--- src/rtl/uart_pkg.sv ---
// Shared UART definitions: FSM state encodings and oversampling constants.
package uart_pkg;

  typedef enum logic [1:0] {
    IDLE  = 2'b00,
    START = 2'b01,
    DATA  = 2'b10,
    STOP  = 2'b11
  } uart_state_e;

  localparam int OVERSAMPLE = 16;  // s_tick pulses per bit time
  localparam int MID_TICK   = 7;   // s count at the middle of the start bit

endpackage

--- src/rtl/sync_2ff.sv ---
// Two-flop synchroniser for a single asynchronous input.
module sync_2ff #(
  parameter logic RST_VAL = 1'b1
) (
  input  logic clk,
  input  logic reset,
  input  logic i_d,
  output logic o_q
);

  logic r_meta, r_sync;

  // Resolve metastability over two flops; reset to the line's idle level.
  always_ff @(posedge clk) begin
    if (reset) begin
      r_meta <= RST_VAL;
      r_sync <= RST_VAL;
    end else begin
      r_meta <= i_d;
      r_sync <= r_meta;
    end
  end

  assign o_q = r_sync;

endmodule

--- src/rtl/uart_rx.sv ---
// 16x oversampled UART receiver: 1 start bit, DBIT data bits LSB first,
// SB_TICK ticks of stop. Flags framing errors and drops start-bit glitches.
module uart_rx
  import uart_pkg::*;
#(
  parameter int DBIT    = 8,
  parameter int SB_TICK = 16
) (
  input  logic            clk,
  input  logic            reset,
  input  logic            s_tick,
  input  logic            rx,
  output logic [DBIT-1:0] dout,
  output logic            rx_done_tick,
  output logic            frame_err
);

  localparam int SW = $clog2((SB_TICK > OVERSAMPLE) ? SB_TICK : OVERSAMPLE);
  localparam int NW = $clog2(DBIT);

  localparam logic [SW-1:0] S_MID  = SW'(MID_TICK);
  localparam logic [SW-1:0] S_LAST = SW'(OVERSAMPLE - 1);
  localparam logic [SW-1:0] S_STOP = SW'(SB_TICK - 1);
  localparam logic [NW-1:0] N_LAST = NW'(DBIT - 1);

  uart_state_e     r_state, w_state_nxt;
  logic [SW-1:0]   r_s, w_s_nxt;
  logic [NW-1:0]   r_n, w_n_nxt;
  logic [DBIT-1:0] r_b, w_b_nxt;
  logic [DBIT-1:0] r_dout, w_dout_nxt;
  logic            r_done, w_done_nxt;
  logic            r_ferr, w_ferr_nxt;
  logic            w_rx_s;
  logic            r_rx_d;

  sync_2ff #(.RST_VAL(1'b1)) u_sync (
    .clk   (clk),
    .reset (reset),
    .i_d   (rx),
    .o_q   (w_rx_s)
  );

  // State, counters, shift register, outputs and the edge-detect delay flop.
  always_ff @(posedge clk) begin
    if (reset) begin
      r_state <= IDLE;
      r_s     <= '0;
      r_n     <= '0;
      r_b     <= '0;
      r_dout  <= '0;
      r_done  <= 1'b0;
      r_ferr  <= 1'b0;
      r_rx_d  <= 1'b1;
    end else begin
      r_state <= w_state_nxt;
      r_s     <= w_s_nxt;
      r_n     <= w_n_nxt;
      r_b     <= w_b_nxt;
      r_dout  <= w_dout_nxt;
      r_done  <= w_done_nxt;
      r_ferr  <= w_ferr_nxt;
      r_rx_d  <= w_rx_s;
    end
  end

  // Next-state and datapath: everything advances on s_tick, except the
  // idle->start transition, which fires on the synchronised falling edge.
  always_comb begin
    w_state_nxt = r_state;
    w_s_nxt     = r_s;
    w_n_nxt     = r_n;
    w_b_nxt     = r_b;
    w_dout_nxt  = r_dout;
    w_done_nxt  = 1'b0;
    w_ferr_nxt  = r_ferr;
    case (r_state)
      IDLE: begin
        // Edge detect rather than level, so a held-low break cannot re-arm.
        if (r_rx_d && !w_rx_s) begin
          w_state_nxt = START;
          w_s_nxt     = '0;
        end
      end
      START: begin
        if (s_tick) begin
          if (r_s == S_MID) begin
            w_s_nxt = '0;
            if (!w_rx_s) begin
              w_state_nxt = DATA;
              w_n_nxt     = '0;
            end else begin
              w_state_nxt = IDLE;  // glitch: silently drop
            end
          end else begin
            w_s_nxt = r_s + SW'(1);
          end
        end
      end
      DATA: begin
        if (s_tick) begin
          if (r_s == S_LAST) begin
            w_s_nxt = '0;
            w_b_nxt = {w_rx_s, r_b[DBIT-1:1]};
            if (r_n == N_LAST) w_state_nxt = STOP;
            else               w_n_nxt     = r_n + NW'(1);
          end else begin
            w_s_nxt = r_s + SW'(1);
          end
        end
      end
      STOP: begin
        if (s_tick) begin
          if (r_s == S_STOP) begin
            // With SB_TICK=16 this lands mid stop bit, leaving half a bit of
            // slack to catch the next start edge.
            w_state_nxt = IDLE;
            w_s_nxt     = '0;
            w_done_nxt  = 1'b1;
            w_dout_nxt  = r_b;
            w_ferr_nxt  = ~w_rx_s;
          end else begin
            w_s_nxt = r_s + SW'(1);
          end
        end
      end
      default: w_state_nxt = IDLE;
    endcase
  end

  assign dout         = r_dout;
  assign rx_done_tick = r_done;
  assign frame_err    = r_ferr;

endmodule

--- config.mk ---
export PLATFORM = sky130hd
export DESIGN_NAME = uart_rx
export DESIGN_NICKNAME = d
export VERILOG_FILES = /design/src/rtl/uart_pkg.sv /design/src/rtl/sync_2ff.sv /design/src/rtl/uart_rx.sv
export SDC_FILE = /design/constraint.sdc
export NUM_CORES = 1
export LEC_CHECK = 0
export CAP_MARGIN = 20
export CORE_MARGIN = 2
export CORE_UTILIZATION = 55
export DETAILED_ROUTE_END_ITERATION = 10
export GPL_ROUTABILITY_DRIVEN = 0
export PLACE_DENSITY = 0.76
export SLEW_MARGIN = 20
export SYNTH_ARGS = -nofsm -noshare
export SYNTH_HDL_FRONTEND = slang
export SYNTH_HIERARCHICAL = 1
export SYNTH_SLANG_ARGS = --single-unit
--- constraint.sdc ---
create_clock -name clk -period 4.83 [get_ports clk]
set_clock_uncertainty 0.15 [all_clocks]
set_input_delay 1.449 -clock clk [delete_from_list [all_inputs] [get_ports clk]]
set_output_delay 1.449 -clock clk [all_outputs]
set_load 0.01 [all_outputs]
==> results.yml, run 1 <==
status:
  status: "completed"
grt:
  grt_use_total: 0.179
  grt_pass1_wl_um: 3450
  grt_pass1_vias: 797
  grt-ovfl-total: 0
  grt_max_degree: 32
  antenna_found_initial: 0
place:
  io_buffers: 13
  placedCellCount: 155
  dpl.hpwl_um: 1390
  place_area_um2: 1340
power_and_ir_drop:
  ir_worst_vdd_mv: 0.193
  p_seq_frac: 0.640
  internal_power_mw: 0.310
  p_leak_nw: 0.565
  p_sw_frac: 0.211
  combPwrFrac: 0.034
  p_sw_mw: 0.0831
  power.total_mw: 0.393
  pwr-share-clk: 0.325
  p_per_area_nw_per_um2: 283
layout:
  layout.cells.non_filler: 162
  syn_to_final_growth_pct: 13.0
  fin_area_um2: 1390
  final_nets: 141
  diodes: 0
  post_route_cells_drive_above_1_share: 0.0597
worst_hold_path:
  hold_path_class: "reg2reg"
cts:
  numCtsBuffers: 5
  worstSkewPairLatency_ns: 0.31
  post-cts-setup-buffers: 0
  clockBufferDepth: 2
  cts_sinks: 30
  root_buffer: "clkbuf_4"
  cts_tree: "yes"
  clk_pin_slew_ns: 0.08
  cts_resized: 0
  h-tree-depth: 2
  cts_hold_repair.buffers: 0
floorplanning:
  fp.dieH_um: 51.3
  design.portCount: 14
  dieWidth_um: 51.3
  core_um2: 2170
  initial_utilization: 0.566
  dieArea_um2: 2630
  num_rows: 17
route:
  dr.pass1.iters: 4
  vias: 863
  wl_per_cell_um: 12.5
  drt_wl_total_um: 2020
  drc: 0
  drtIter0Drc: 8
  viasPerCell: 5.33
  antenna_left: 0
yosys:
  synthCells: 121
  synth-seq-area-share: 0.489
  synth_top_family_by_area: "simple AND/OR/NAND/NOR gates"
  synth_xor_area_frac: 0.0143
  synth.net_count: 128
  avgSynthCellArea_um2: 10.2
  yosysWarnings: 6
  synth_edf_count: 0
  synthMuxAreaShare: 0.171
  synthesis.area_um2: 1230
  synth-simple-area-share: 0.181
  synth-async-reset-ratio: 0
  ys.flop_type: "dfxtp_1"
  synth_fa_ha_area_frac: 0.0305
  ys_ff_latch: 30
  synth_compound_area_frac: 0.0672
  synth.distinct_cells: 31
worst_setup_path:
  cp.arrival_ns: 3.18
  cp.required_ns: 4.91
  rr_endpoint: "dout[5]$_SDFFE_PP0P_"
  cp-startpoint: "reset"
  rr_worst_depth: 5
  crit_fanout: 31
  critPathKind: "in2reg"
  r2r_start: "r_s[0]$_SDFFE_PP0P_"
  worstSetupEndpoint: "r_n[0]$_SDFFE_PP0P_"
  worst-r2r-setup-slack_ns: 2.79
  cp-start-kind: "primary input"
  worst_setup_path_end_kind: "flop"
sta:
  finalSetupViolCount: 0
  worst_slew_pin_slew_ns: 0.990
  finalCritPeriodShare: 0.641
  relSlewSlack: 0.338
  rsz0062_at_grt: "no"
  maxSlewViolCount: 0
  fin_tns_setup_ns: 0
  hold_viol: 0
  fmax_ghz: 0.323
  period_minus_slack_ns: 3.09
job:
  cap_viol_max_count: 0
-- cell type report --
cell class / count / area [um^2]
tap: 28 / 35.0
clock buffer: 7 / 45.0
inverter: 2 / 7.51
multi-input combinational: 82 / 571
sequential: 30 / 601
timing repair buffer: 13 / 130
fill: 192 / 781
-- power by group through the flow --
stage	registers (mW)	logic [mW]	clock network [mW]
finish	0.252	0.0134	0.128
global route	0.252	0.0149	0.144
CTS	0.252	0.0135	0.132
detailed placement	0.258	0.0132	0
global placement	0.258	0.0129	0
floorplan	0.257	0.00912	0
-- cells by family after synthesis --
logic type               count (synthesis)
AO/OA/AOI/OAI                           11
XOR/XNOR                                 2
adder cells (fa/ha/maj)                  3
buffers and inverters                    9
flip-flops                              30
multiplexers                            21
AND/OR/NAND/NOR                         45
-- cell usage after synthesis, types with 2 or more instances --
master,count,area [um^2]
or2_1,2,12.5
clkbuf_1,3,11.3
mux2i_1,21,210
nor3_1,2,10.0
a211oi_1,2,15.0
nor2_1,23,86.3
ha_1,3,37.5
nand2_1,4,15.0
nand3_1,2,10.0
dfxtp_1,30,601
nand2b_1,4,25.0
o21ai_0,2,10.0
a21oi_1,2,10.0
inv_1,2,7.51
buf_6,3,33.8
-- worst min path at each step --
stage	from	to	slack, ns	cells past startpoint
after detailed placement	u_sync/r_meta$_SDFF_PP1_	u_sync/o_q$_SDFF_PP1_	0.25	1
final	u_sync/r_meta$_SDFF_PP1_	u_sync/o_q$_SDFF_PP1_	0.27	1
after floorplan	u_sync/r_meta$_SDFF_PP1_	u_sync/o_q$_SDFF_PP1_	0.23	1
after global routing	u_sync/r_meta$_SDFF_PP1_	u_sync/o_q$_SDFF_PP1_	0.28	1
after global placement	u_sync/r_meta$_SDFF_PP1_	u_sync/o_q$_SDFF_PP1_	0.24	1
after CTS	u_sync/r_meta$_SDFF_PP1_	u_sync/o_q$_SDFF_PP1_	0.27	1
-- critical path: stages --
cell             delay, ns
clkdlybuf4s50_1       0.93
nor3b_1               0.56
nand2b_1              0.10
mux2i_1               0.14
-- through the flow --
| step | hold WS (ns) | util | setup WS (ns) |
|---|---|---|---|
| 2_1_floorplan | 0.233 | - | 2.49 |
| 3_3_place_gp | 0.239 | 0.619 | 1.49 |
| 3_5_place_dp | 0.253 | 0.619 | 1.40 |
| 4_1_cts | 0.272 | 0.640 | 1.71 |
| 5_1_grt | 0.282 | 0.640 | 1.53 |
| 6_report | 0.270 | 0.640 | 1.74 |
-- cells in the final DEF, fill, tap and decap left out, types with 2 or more instances in the layout --
master	count
a21oi_1	2
nand2b_1	4
nand2_1	4
nor3_1	2
or2_1	2
o21ai_0	2
clkbuf_1	2
mux2i_1	21
ha_1	3
dfxtp_1	30
nand3_1	2
nor2_1	23
clkbuf_4	5
inv_1	2
clkdlybuf4s50_1	13
a211oi_1	2
-- layer usage --
metal | GRT usage | vias to the layer above | routed length [um]
met4 | 0.0658 | 0 | 19
met2 | 0.299 | 12 | 973
met1 | 0.217 | 408 | 962
li1 | - | 441 | -
met5 | 0 | - | 0
met3 | 0.0526 | 2 | 61
-- state kept, by name, summed over array words and instances, names as in the netlist, named ones only --
register       cells
u_sync/o_q         1
r_state            1
r_n                3
frame_err          1
rx_done_tick       1
dout               8
u_sync/r_meta      1
r_rx_d             1
r_b                8
r_s                4
Note: power is estimated with default switching activity, not from simulation.
==> inputs of run 2 (changes only) <==
--- a/config.mk
+++ b/config.mk
@@ -6,11 +6,12 @@
 export NUM_CORES = 1
 export LEC_CHECK = 0
 export CAP_MARGIN = 20
+export CORE_ASPECT_RATIO = 1.75
 export CORE_MARGIN = 2
-export CORE_UTILIZATION = 55
+export CORE_UTILIZATION = 53
 export DETAILED_ROUTE_END_ITERATION = 10
 export GPL_ROUTABILITY_DRIVEN = 0
-export PLACE_DENSITY = 0.76
+export PLACE_DENSITY = 0.74
 export SLEW_MARGIN = 20
 export SYNTH_ARGS = -nofsm -noshare
 export SYNTH_HDL_FRONTEND = slang
==> constraint.sdc (replaced) <==
create_clock -name clk -period 3.1 [get_ports clk]
set_clock_uncertainty 0.15 [all_clocks]
set_input_delay 0.93 -clock clk [delete_from_list [all_inputs] [get_ports clk]]
set_output_delay 0.93 -clock clk [all_outputs]
set_load 0.01 [all_outputs]
==> run 2 against run 1 <==
Effect of this change:
- sequential share of layout area decreased by 1.5 points
- sequential power increased by 56%
- routed wire length increased by 3.8%
- largest power group unchanged
- largest cell class unchanged
- core utilization increased by 0.089 points
- non-clock buffer count increased by 1
==> results.yml, run 2 (same netlist as run 1, synthesis figures left out) <==
worst_setup_path:
  rr_endpoint: "r_n[0]$_SDFFE_PP0P_"
  crit_path_top_delay_cell: "clkdlybuf4s50_1"
  crit_chain: "clkdlybuf4s50_1 -> and3b_1 -> a22o_4 -> mux2i_1"
  critPathKind: "in2reg"
  r2r_start: "r_s[0]$_SDFFE_PP0P_"
  cp-start-kind: "primary input"
  worst_setup_path_end_kind: "flop"
  rr_worst_depth: 5
  cp.arrival_ns: 2.36
  crit_fanout: 9
  worst-r2r-setup-slack_ns: 1.14
  crit_family: "buffers and inverters"
  cpPeakStageDelay_ns: 0.53
  cp.required_ns: 3.16
  crit_buf_inv: 1
cts:
  cts_hold_repair.buffers: 0
  h-tree-depth: 2
  numCtsBuffers: 5
  cts_tree: "yes"
  clockBufferDepth: 2
  worstSkewPairLatency_ns: 0.28
  clk_pin_slew_ns: 0.06
  cts_sinks: 30
  post-cts-setup-buffers: 0
  cts_resized: 0
  root_buffer: "clkbuf_8"
sta:
  rsz0062_at_grt: "no"
  maxSlewViolCount: 0
  finalCritPeriodShare: 0.743
  fin_tns_setup_ns: 0
  period_minus_slack_ns: 2.30
  finalSetupViolCount: 0
  relSlewSlack: 0.602
  worst_slew_pin_slew_ns: 0.588
  fmax_ghz: 0.434
  hold_viol: 0
grt:
  grt_pass1_wl_um: 3580
  antenna_found_initial: 0
  grt_pass1_vias: 871
  grt_max_degree: 31
  grt-ovfl-total: 0
  grt_use_total: 0.202
place:
  dpl.hpwl_um: 1510
  io_buffers: 13
  placedCellCount: 153
floorplanning:
  dieArea_um2: 2730
  fp.dieH_um: 67.7
  dieWidth_um: 40.4
  initial_utilization: 0.547
  num_rows: 23
  design.portCount: 14
  core_um2: 2240
power_and_ir_drop:
  p_per_area_nw_per_um2: 508
  ir_worst_vdd_mv: 0.379
  p_leak_nw: 0.592
  power.total_mw: 0.731
layout:
  layout_common_cells: "dfxtp_1 (30), nor2_1 (23), mux2i_1 (21), clkdlybuf4s50_1 (13), clkbuf_8 (6)"
  final_nets: 142
  layout.cells.non_filler: 161
  layout_commonest_cell: "dfxtp_1"
  post_route_cells_drive_above_1_share: 0.0809
  diodes: 0
  syn_to_final_growth_pct: 17.1
route:
  vias: 880
  dr.pass1.iters: 4
  wl_per_cell_um: 13.0
  viasPerCell: 5.47
  drt_wl_total_um: 2090
  antenna_left: 0
  drtIter0Drc: 11
  drc: 0
worst_hold_path:
  whs_endpoint: "u_sync/o_q$_SDFF_PP1_"
  hold_path_class: "reg2reg"
  hold_depth: 1
  hold_start: "u_sync/r_meta$_SDFF_PP1_"
status:
  status: "completed"
job:
  cap_viol_max_count: 0
-- run 2: cell types whose count changed in the layout (fill, tap and decap cells not counted) --
cell | previous run | this run
clkbuf_1 | 2 | 1
clkbuf_8 | 0 | 6
clkbuf_4 | 5 | 0
clkinv_2 | 0 | 1
buf_4 | 0 | 1
-- run 2: worst max-delay path by stage --
stage | from | endpoint | slack, ns | depth (start not counted)
final | s_tick | r_n[0]$_SDFFE_PP0P_ | 0.80 | 4
after CTS | s_tick | r_n[0]$_SDFFE_PP0P_ | 0.79 | 4
after global routing | s_tick | r_n[2]$_SDFFE_PP0P_ | 0.67 | 4
after floorplan | s_tick | r_n[1]$_SDFFE_PP0P_ | 1.27 | 4
after global placement | s_tick | r_n[1]$_SDFFE_PP0P_ | 0.52 | 4
after detailed placement | s_tick | r_n[0]$_SDFFE_PP0P_ | 0.50 | 4
-- run 2: where the power goes --
| group | internal [mW] | leakage, nW | switching (mW) | total, mW |
|---|---|---|---|---|
| Sequential | 0.389 | 0.242 | 0.00388 | 0.393 |
| Combinational | 0.0103 | 0.302 | 0.0117 | 0.0220 |
| Clock | 0.179 | 0.0482 | 0.138 | 0.316 |
-- run 2: cell type report --
| type | instances | area, um^2 |
|---|---|---|
| Fill cell | 194 | 806 |
| Sequential cell | 30 | 601 |
| Multi-Input combinational cell | 82 | 571 |
| Timing Repair Buffer | 14 | 138 |
| Clock buffer | 7 | 86.3 |
| Tap cell | 25 | 31.3 |
| Inverter | 2 | 7.51 |
| Clock inverter | 1 | 5.00 |
-- run 2: through the flow --
| step | cell area [um^2] | setup slack [ns] | util | hold slack, ns |
|---|---|---|---|---|
| after global routing | 1440 | 0.674 | 0.641 | 0.276 |
| after global placement | 1350 | 0.524 | 0.600 | 0.236 |
| after floorplan | 1230 | 1.27 | - | 0.233 |
| after CTS | 1440 | 0.786 | 0.641 | 0.258 |
| final | 1440 | 0.796 | 0.641 | 0.255 |
| after detailed placement | 1350 | 0.504 | 0.600 | 0.243 |
-- run 2: per-layer routing --
metal  vias up  track usage  wire length [um]
met4         0        0.138                72
met3         7       0.0691                72
li1        443            -                 -
met1       418        0.171               773
met2        12        0.357              1180
met5         -            0                 0
